`src/rtl/seq_adder.sv`:
```
// Multi-cycle adder/subtractor: adds CHUNK bits per clock, LSB chunk first.
// Ports: clk, rst_n, start, a, b, cin, sub -> sum, cout, ovf, busy, done.
// Macro SEQ_ADDER_OVF_EN enables the signed-overflow flag (ovf = 0 otherwise).
module seq_adder #(
  parameter int WIDTH = 16,
  parameter int CHUNK = 4
) (
  input  logic             clk,
  input  logic             rst_n,
  input  logic             start,
  input  logic [WIDTH-1:0] a,
  input  logic [WIDTH-1:0] b,
  input  logic             cin,
  input  logic             sub,
  output logic [WIDTH-1:0] sum,
  output logic             cout,
  output logic             ovf,
  output logic             busy,
  output logic             done
);

  localparam int NCHUNK = WIDTH / CHUNK;
  localparam int KW = (NCHUNK > 1) ? $clog2(NCHUNK) : 1;

  typedef enum logic [1:0] {
    IDLE,
    RUN,
    DONE
  } state_t;

  state_t           state;
  logic [WIDTH-1:0] a_q;
  logic [WIDTH-1:0] b_q;
  logic             carry;
  logic [KW-1:0]    k;

  int               base;
  logic [CHUNK-1:0] a_c;
  logic [CHUNK-1:0] b_c;
  logic [CHUNK-1:0] s_c;
  logic             c_out;
  logic             last;

  always_comb begin
    base = int'(k) * CHUNK;
    a_c  = a_q[base +: CHUNK];
    b_c  = b_q[base +: CHUNK];
    {c_out, s_c} = {1'b0, a_c} + {1'b0, b_c}
                 + {{CHUNK{1'b0}}, carry};
    last = (k == KW'(NCHUNK - 1));
  end

`ifdef SEQ_ADDER_OVF_EN
  // carry into the MSB recovered from the MSB sum bit
  logic c_msb;
  assign c_msb = a_c[CHUNK-1] ^ b_c[CHUNK-1] ^ s_c[CHUNK-1];
`else
  assign ovf = 1'b0;
`endif

  always_ff @(posedge clk or negedge rst_n) begin
    if (!rst_n) begin
      state <= IDLE;
      a_q   <= '0;
      b_q   <= '0;
      carry <= 1'b0;
      k     <= '0;
      sum   <= '0;
      cout  <= 1'b0;
      busy  <= 1'b0;
      done  <= 1'b0;
`ifdef SEQ_ADDER_OVF_EN
      ovf   <= 1'b0;
`endif
    end else begin
      unique case (state)
        IDLE: begin
          done <= 1'b0;
          if (start) begin
            a_q   <= a;
            b_q   <= sub ? ~b : b;
            carry <= sub ? 1'b1 : cin;
            k     <= '0;
            busy  <= 1'b1;
            state <= RUN;
          end
        end
        RUN: begin
          sum[base +: CHUNK] <= s_c;
          carry <= c_out;
          if (last) begin
            cout  <= c_out;
`ifdef SEQ_ADDER_OVF_EN
            ovf   <= c_msb ^ c_out;
`endif
            k     <= '0;
            busy  <= 1'b0;
            done  <= 1'b1;
            state <= DONE;
          end else begin
            k <= k + KW'(1);
          end
        end
        DONE: begin
          done  <= 1'b0;
          state <= IDLE;
        end
        default: begin
          busy  <= 1'b0;
          done  <= 1'b0;
          state <= IDLE;
        end
      endcase
    end
  end

endmodule

```
`config.mk`:
```
export PLATFORM = sky130hd
export DESIGN_NAME = seq_adder
export DESIGN_NICKNAME = d
export VERILOG_FILES = /design/src/rtl/seq_adder.sv
export SDC_FILE = /design/constraint.sdc
export NUM_CORES = 1
export LEC_CHECK = 0
export ABC_CLOCK_PERIOD_IN_PS = 6400
export BUFFER_PORTS_ARGS = -buffer_cell sky130_fd_sc_hd__buf_2
export CAP_MARGIN = 20
export CELL_PAD_IN_SITES_DETAIL_PLACEMENT = 2
export CELL_PAD_IN_SITES_GLOBAL_PLACEMENT = 2
export CORE_ASPECT_RATIO = 0.5
export CORE_MARGIN = 3
export CORE_UTILIZATION = 39
export CTS_CLUSTER_DIAMETER = 200
export DETAILED_ROUTE_END_ITERATION = 8
export PLACE_DENSITY = 0.84
export SLEW_MARGIN = 20
export SYNTH_ARGS = -nofsm -noshare
export SYNTH_HDL_FRONTEND = slang
export SYNTH_SLANG_ARGS = --single-unit
```
`constraint.sdc`:
```
create_clock -name clk -period 6.4 [get_ports clk]
set_input_delay 0.32 -clock clk [delete_from_list [all_inputs] [get_ports clk]]
set_output_delay 0.32 -clock clk [all_outputs]
set_load 0.05 [all_outputs]
```
==> impl_metrics.tcl <==
set metrics [dict create \
    clkLatencyLatePin_ns 0.30 \
    finClkSkew_ns 0.00589 \
    antenna_cells 0 \
    synth_edf_count 0 \
    wl_per_cell_um 22.4 \
    ys_seq_area_frac 0.522 \
    setup_slack_ns 3.23 \
    place.gp.congestion 0.749 \
    vias_per_cell 5.38 \
    syn_avg_cell_area_um2 12.7 \
    maxCapViolCount 0 \
    crit_path_end "sum[10]$_DFFE_PN0P_" \
    cts_buffers 5 \
    ctsResizeCount 0 \
    synth_top_area_cell "dfrtp_1" \
    wl_um 7910 \
    met2_usage 0.398 \
    reg2reg_to "sum[10]$_DFFE_PN0P_" \
    ys.flop_type "dfrtp_1" \
    drt_iter0_drc 135 \
    tightestPinTransition_ns 0.938 \
    synth-async-reset-ratio 1.00 \
    numPortBuffers 55 \
    num_rows 20 \
    vias 1899 \
    hold_violations 0 \
    pre_cts_ws_ns 3.26 \
    finalMaxSlewViolations 0 \
    p_per_area_mw_per_mm2 634 \
    ioPinCount 57 \
    ctsHtreeMaxLevel 2 \
    dieHeight_um 64.7 \
    fin_tns_setup_ns 0 \
    synth_cells 212 \
    globalRouteOverflowTotal 0 \
    busiest_layer "met2" \
    maxSlewHeadroom 0.375 \
    antenna_found_initial 0 \
    status "complete, no violations" \
    synth_area_mm2 0.00268 \
    tritoncts "yes" \
    syn_nets 260 \
    setup_violations 0 \
    leakage_nw 1.43 \
    r2r_slack_ns 3.23 \
    track_usage 0.220 \
    grt_pass1_wl_um 13100 \
    grt_pass1_vias 2221 \
    ctsHoldBuffers 0 \
    criticalPathCategory "reg -> reg" \
    rr_worst_depth 6 \
    area_delta_synth_final_pct 18.1 \
    arrival_ns 3.36 \
    rsz0062_at_grt "no" \
    layout-drive-gt1-share 0.343 \
    ys_ff_latch 56 \
    ys_warn_count 0 \
    crit_required_ns 6.59 \
    cpMostUsedCell "fa_1" \
    dp.final_hpwl_um 5250 \
    die_w_um 123 \
    cp_max_fo 17 \
    start_util 0.422 \
    crit_slowest_cell "dfrtp_1" \
    clock_sinks 56 \
    grt_max_degree 57 \
    antenna_left 0 \
    drt_drc_violations_left 0 \
    cts_root_buf "clkbuf_16" \
    ys_types 34 \
    synthTopCellsByCount "dfrtp_1 (56), nor2_1 (22), a21oi_1 (21)" \
    clk_pin_slew_worst_paths_ns 0.07 \
    critPathMaxStageDelay_ns 0.96 \
    crit_chain "mux4_2, fa_1, fa_1, xnor2_1, inv_1, a22o_1" \
    cts_buffer_depth 2 \
    nNetsFinal 313 \
    design.die.area_mm2 0.00797 \
    start_kind "flop" \
    worstHoldPathType "in -> async" \
    ir_drop_v 0.000212 \
    yosys-top-cells-area "dfrtp_1 (52%), mux4_2 (6.7%), mux2_2 (6.3%), xnor2_1 (5.5%), ha_1 (4.2%)" \
    crit-reg2reg-launch "k[0]$_DFFE_PN0P_" \
    grt_use_met1 0.278 \
    dr.pass1.iters 4 \
    yosysTopAreaCellShare 0.522 \
    fmax_mhz 315 \
    design.core.area_mm2 0.00636 \
    fin_crit_sh 0.496 \
    grt_use_met3 0.0375 \
    endpoint_kind "flop" \
    critPathLaunch "k[0]$_DFFE_PN0P_" \
    min_period_ns 3.17 \
    post_cts_buffers 0 \
    yosysMostFrequentCell "dfrtp_1" \
]
-- power breakdown --
part	switching, mW	internal [mW]
combinational	0.664	0.411
sequential	0.151	0.515
clock	0.126	0.143
-- stage by stage --
stage	cell area, µm²	instances	total power [mW]	util	hold WS (ns)
6_report	3170	353	2.01	0.499	0.157
4_1_cts	3170	353	2.01	0.499	0.188
2_1_floorplan	2680	212	1.37	-	0.0244
5_1_grt	3170	353	2.15	0.499	0.218
3_3_place_gp	3040	346	1.61	0.478	0.468
3_5_place_dp	3040	346	1.71	0.478	0.481
-- state kept, by name, summed over array words and instances (netlist names) --
signal	flops
sum	16
a_q	16
carry	1
busy	1
done	1
k	2
state	2
b_q	16
cout	1
-- metal layers --
layer  wire length [µm]  vias to the layer above
met5                  0                        -
met4                 80                        0
met3                244                        8
met2               4110                       38
met1               3470                      991
li1                   -                      862
-- cells in the final DEF, fill, tap and decap left out, types with 2 or more instances in the layout --
cell / n
mux2_2: 15
a32o_1: 4
xnor2_1: 17
nand2_1: 5
a21oi_1: 21
o21bai_1: 3
dfrtp_1: 56
buf_2: 55
buf_4: 2
ha_1: 9
mux4_2: 8
clkbuf_16: 5
or3b_2: 2
a22o_1: 12
inv_1: 5
fa_1: 2
nand3b_1: 3
nor2_1: 22
o31ai_1: 2
-- area by class of cell --
class	instances	area, µm²
Clock buffer	6	129
Clock inverter	1	5.00
Fill cell	648	3190
Inverter	5	18.8
Multi-Input combinational cell	140	1220
Sequential cell	56	1400
Tap cell	88	110
Timing Repair Buffer	57	290
-- worst min-delay path by stage --
stage | slack, ns | depth (start not counted) | from | to
2_1_floorplan | 0.02 | 0 | rst_n | a_q[0]$_DFFE_PN0P_
3_3_place_gp | 0.47 | 1 | a_q[10]$_DFFE_PN0P_ | a_q[10]$_DFFE_PN0P_
3_5_place_dp | 0.48 | 1 | a_q[10]$_DFFE_PN0P_ | a_q[10]$_DFFE_PN0P_
4_1_cts | 0.19 | 2 | rst_n | a_q[9]$_DFFE_PN0P_
5_1_grt | 0.22 | 2 | rst_n | a_q[9]$_DFFE_PN0P_
6_report | 0.16 | 2 | rst_n | a_q[9]$_DFFE_PN0P_
-- worst max-delay path: cells and delay by family, from the launching register on --
family | cells | cell delay (ns)
multiplexers | 1 | 0.62
adder cells (fa/ha/maj) | 2 | 0.88
AO/OA/AOI/OAI | 1 | 0.23
buffers and inverters | 1 | 0.13
XOR/XNOR | 1 | 0.23
flip-flops | 1 | 0.96
-- kinds of logic after synthesis --
group	Yosys count	synth area share
xor gates and xnor gates	17	0.0555
and+or+nand+nor	41	0.0849
AOI/OAI and AO/OA	46	0.118
DFF	56	0.522
other	1	0.00140
adders and majority gates	11	0.0569
buffers and inverters	16	0.0270
muxes	24	0.134
(Power assumes the default switching activity.)
